## config.mk

```make
export PLATFORM = sky130hd
export DESIGN_NAME = add64_issue_stage
export DESIGN_NICKNAME = d
export VERILOG_FILES = /design/src/rtl/add64_issue_stage.sv
export SDC_FILE = /design/constraint.sdc
export NUM_CORES = 1
export LEC_CHECK = 0
export ABC_AREA = 1
export CAP_MARGIN = 30
export CELL_PAD_IN_SITES_DETAIL_PLACEMENT = 1
export CELL_PAD_IN_SITES_GLOBAL_PLACEMENT = 2
export CORE_MARGIN = 3
export CORE_UTILIZATION = 25
export DETAILED_ROUTE_END_ITERATION = 6
export PLACE_DENSITY = 0.69
export SYNTH_ARGS = -nofsm -noshare
export SYNTH_HDL_FRONTEND = slang
export SYNTH_SLANG_ARGS = --single-unit
```

## constraint.sdc

```tcl
create_clock -name clk -period 13 [get_ports clk]
set_clock_uncertainty 0.05 [all_clocks]
set_input_delay 1.95 -clock clk [delete_from_list [all_inputs] [get_ports clk]]
set_output_delay 1.95 -clock clk [all_outputs]
set_load 0.01 [all_outputs]
```

## src/rtl/add64_issue_stage.sv

```systemverilog
// Issue/result stage for an external W-bit adder: request FIFO, operand mapping with
// carry chaining for ADC/SBB, registered result with flags on a valid/ready handshake.
module add64_issue_stage #(
    parameter int W     = 64,
    parameter int DEPTH = 2,
    parameter int TAG_W = 4
) (
    input  logic             clk,
    input  logic             rst_n,
    input  logic             flush,
    input  logic             in_valid,
    output logic             in_ready,
    input  logic [1:0]       in_op,
    input  logic [W-1:0]     in_a,
    input  logic [W-1:0]     in_b,
    input  logic [TAG_W-1:0] in_tag,
    output logic [W-1:0]     add_a,
    output logic [W-1:0]     add_b,
    output logic             add_ci,
    input  logic [W-1:0]     add_s,
    input  logic             add_co,
    output logic             out_valid,
    input  logic             out_ready,
    output logic [W-1:0]     out_s,
    output logic             out_c,
    output logic             out_v,
    output logic             out_z,
    output logic             out_n,
    output logic [TAG_W-1:0] out_tag
);

    localparam int PW = (DEPTH > 1) ? $clog2(DEPTH) : 1;
    localparam int CW = $clog2(DEPTH + 1);

    typedef enum logic [1:0] {
        OP_ADD = 2'b00,
        OP_SUB = 2'b01,
        OP_ADC = 2'b10,
        OP_SBB = 2'b11
    } op_e;

    typedef struct packed {
        op_e              op;
        logic [W-1:0]     a;
        logic [W-1:0]     b;
        logic [TAG_W-1:0] tag;
    } req_t;

    req_t          mem [DEPTH];
    req_t          head;
    logic [PW-1:0] wr_ptr, rd_ptr;
    logic [CW-1:0] count;
    logic          cf;
    logic          push, issue, empty, full;

    assign full     = (count == CW'(DEPTH));
    assign empty    = (count == '0);
    assign in_ready = !full;
    assign push     = in_valid && in_ready && !flush;
    assign issue    = !empty && (!out_valid || out_ready) && !flush;

    // Operands are always presented from the head; they only matter on an issue cycle.
    always_comb begin
        head   = mem[rd_ptr];
        add_a  = head.a;
        add_b  = head.op[0] ? ~head.b : head.b;
        add_ci = cf;
        case (head.op)
            OP_ADD:  add_ci = 1'b0;
            OP_SUB:  add_ci = 1'b1;
            default: add_ci = cf;
        endcase
    end

    // NOTE: storage has no reset; validity is tracked by count, so stale entries are never observed.
    always_ff @(posedge clk) begin
        if (push) mem[wr_ptr] <= '{op: op_e'(in_op), a: in_a, b: in_b, tag: in_tag};
    end

    always_ff @(posedge clk or negedge rst_n) begin
        if (!rst_n) begin
            wr_ptr <= '0;
            rd_ptr <= '0;
            count  <= '0;
        end else if (flush) begin
            wr_ptr <= '0;
            rd_ptr <= '0;
            count  <= '0;
        end else begin
            if (push)  wr_ptr <= wr_ptr + PW'(1);
            if (issue) rd_ptr <= rd_ptr + PW'(1);
            case ({push, issue})
                2'b10:   count <= count + CW'(1);
                2'b01:   count <= count - CW'(1);
                default: count <= count;
            endcase
        end
    end

    // Result register: loads on issue, holds under backpressure, drops valid on consume-only.
    always_ff @(posedge clk or negedge rst_n) begin
        if (!rst_n) begin
            out_valid <= 1'b0;
            out_s     <= '0;
            out_c     <= 1'b0;
            out_v     <= 1'b0;
            out_z     <= 1'b0;
            out_n     <= 1'b0;
            out_tag   <= '0;
            cf        <= 1'b0;
        end else if (flush) begin
            out_valid <= 1'b0;
            out_s     <= '0;
            out_c     <= 1'b0;
            out_v     <= 1'b0;
            out_z     <= 1'b0;
            out_n     <= 1'b0;
            out_tag   <= '0;
            cf        <= 1'b0;
        end else if (issue) begin
            out_valid <= 1'b1;
            out_s     <= add_s;
            out_c     <= add_co;
            out_v     <= (add_a[W-1] == add_b[W-1]) && (add_s[W-1] != add_a[W-1]);
            out_z     <= (add_s == '0);
            out_n     <= add_s[W-1];
            out_tag   <= head.tag;
            cf        <= add_co;
        end else if (out_valid && out_ready) begin
            out_valid <= 1'b0;
        end
    end

endmodule
```

==> results.md <==
* Result of the run: finished, final reports clean
* FILL cells at 5591
* Post-CTS Resized at 0
* Violation count after the first detailed-route iteration at 304
* R2r worst-path depth at 8
* Sum of routed wire length over all layers at 40.4 mm
* Unrepaired setup endpoints after global routing: false
* I/O pin count at 407
* Number of antenna violations at the first check in global routing at 5
* Critical Path Sink Type: output port
* Layout overhead on the synthesized area at 44.6%
* # Max-Cap Violations at 0
* Final Net Count at 1574
* TritonCTS clock tree: done
* Utilization of the core after routing at 36.8%
* Die extent in y at 238 um
* Most frequent cells in the layout: 405 x clkdlybuf4s50_1, 291 x nand2_1, 268 x edfxtp_1
* Routed via count divided by cell count at 4.21
* Min cycle time layout at 5760 ps
* Number of pins exceeding their max-slew limit in the final report at 0
* Clock buffers created by TritonCTS at 40
* Post-DP HPWL at 28.5 mm
* Die footprint at 56400 um^2
* Detailed-routing iteration count for the pre-antenna-repair pass at 5
* Final hold slack at 422 ps
* Number of hold buffers added after CTS at 0
* Final standard cell count with taps included and fillers excluded at 2088
* Slew at the pin closest to its max-slew limit at 888 ps
* Power density cells at 191 nW/um^2
* Routed via count at 8793
* Class of the worst hold path: reg2reg
* Clock tree root driver cell: clkbuf_16
* Clock transition time at the flip-flop clock pins of the worst setup and hold paths at 50 ps
* Global-route congestion overflow total at 0
* Clk buf depth at 3
* Layout cells sized above 1 at 5.72%
* Syn nets at 1157
* Combined global-route utilization of all metal layers at 14.1%
* RePlAce Congestion at 0.768
* Number of global-route vias before repair at 9664
* Worst path required time at 11000 ps
* Clock sinks at 344
* Synthesized area per cell at 14.1 um^2
* Starting utilization of the core area at 25.4%
* Final count of hold timing violations at 0
* Maximum number of pins on one net before global-route repair at 68
* Number of H-tree levels at 2
* Critical Path Source Type: register
* Cell area after synthesis at 13400 um^2
* Power Total at 0.00371 W
* Sequential-to-total area share from yosys stat at 74.2%
* Core area at 52800 um^2
* Seq cells post-synth at 344
* Final Cycle Share at 44.3%
* Dpl cells at 2016
* Maximum vdd drop at 0.134 mV
* Critical Path AT at 3760 ps
* First-pass GRT wire length at 60.2 mm
* DR WL/cell at 19.3 um
* Post-CTS setup-driven buffer insertion count at 0
* Number of input and output port buffers inserted at 406
* Total of endpoints with negative setup slack in the final report at 0
* Leakage at 7.34 nW
* Detailed-route DRC error count at 0
* Commonest non-fill, non-tap cell in the layout: clkdlybuf4s50_1
* F_max at 174 MHz
* Relative slew slack at 40.8%
* Hold path cells at 2
* Post-detailed-route count of antenna-violating nets at 0
* Category of the most critical setup path: reg2out
* Sum Neg Setup Slack at 0 ps
* Synthesized netlist cell count at 953
* YS warnings at 0
* Clock Latency Late Sink at 540 ps
* Crit Path Max Fanout at 64
* # rows at 84
* Die extent in x at 238 um
* Number of different library cells in the post-synthesis netlist at 23
[cell families after synthesis]
logic type                share of synthesized area [%]
AOI/OAI and AO/OA                                  3.57
xor gates and xnor gates                           4.12
buffers and inverters                              3.01
DFF                                                74.2
muxes                                              5.08
and+or+nand+nor                                    10.0
[power breakdown]
group          total (W)  leakage (nW)  switching, W  internal (W)
clock network    0.00105         0.595      0.000436      0.000614
logic            0.00126          3.27      0.000627      0.000632
registers        0.00140          3.47     0.0000648       0.00134
total            0.00371          7.34       0.00113       0.00258
[area by class of cell]
cell class | count | area (um^2) | share of cell area [%]
Clock buffer | 56 | 1110 | 5.74
Tap cell | 688 | 861 | 4.44
Sequential cell | 344 | 9950 | 51.3
Timing Repair Buffer | 418 | 4200 | 21.7
Inverter | 24 | 100 | 0.516
Antenna cell | 2 | 5.00 | 0.0258
Clock inverter | 14 | 96.3 | 0.497
Multi-Input combinational cell | 542 | 3060 | 15.8
[registers in the layout, summed over array words and instances, names as in the netlist]
register,cells
mem,268
out_s,64
out_tag,4
count,2
cf,1
out_v,1
out_valid,1
out_z,1
rd_ptr,1
wr_ptr,1
[worst max-delay path, stage by stage (launching register included)]
cell and delay (ps):
dfrtp_4 580, buf_4 650, inv_2 80, nand2_1 100, nand2_2 100, inv_6 530
xor2_1 430, clkdlybuf4s50_1 630
[metal layers]
metal  part of all wire, %  GRT usage (%)
met5                 0.052              0
met1                    39           16.0
met2                    50           24.3
met3                   9.5           5.75
met4                   2.0           4.26
[synthesized netlist by cell type]
master | instances | area share (%)
inv_2 | 5 | 0.14
nor3_1 | 1 | 0.037
nand3b_1 | 1 | 0.056
dfrtp_1 | 76 | 14
nand3_1 | 5 | 0.19
inv_6 | 1 | 0.065
buf_6 | 5 | 0.42
a21oi_1 | 3 | 0.11
buf_2 | 21 | 0.78
buf_8 | 6 | 0.67
mux2i_1 | 68 | 5.1
inv_1 | 18 | 0.50
nand2_2 | 4 | 0.19
o21ai_0 | 19 | 0.71
clkbuf_1 | 7 | 0.20
nand4_1 | 2 | 0.093
edfxtp_1 | 268 | 60
a22o_1 | 42 | 2.7
buf_4 | 4 | 0.22
nand2_1 | 291 | 8.1
nor2_1 | 42 | 1.2
nand3_4 | 1 | 0.13
xor2_1 | 63 | 4.1
[final timing paths]
check,startpoint,endpoint,slack [ps]
worst max-delay path,rd_ptr$_DFFE_PN0P_,add_b[58],7240
worst min-delay path,out_s[39]$_DFFE_PN0P_,out_s[39]$_DFFE_PN0P_,420
worst max register to register,count[0]$_DFFE_PN0P_,mem[0][106]$_DFFE_PP_,10260
worst min register to register,out_s[39]$_DFFE_PN0P_,out_s[39]$_DFFE_PN0P_,420
max in group asynchronous,rst_n,rd_ptr$_DFFE_PN0P_,10550
min in group asynchronous,rst_n,out_s[26]$_DFFE_PN0P_,1290
[through the flow]
stage	setup WS, ps	cell area [um^2]
finish	7240	19400
global route	6930	19400
CTS	7100	19400
detailed placement	7710	18200
global placement	7630	18100
floorplan	963	13400
No activity file was read; power rests on OpenSTA's default activity.
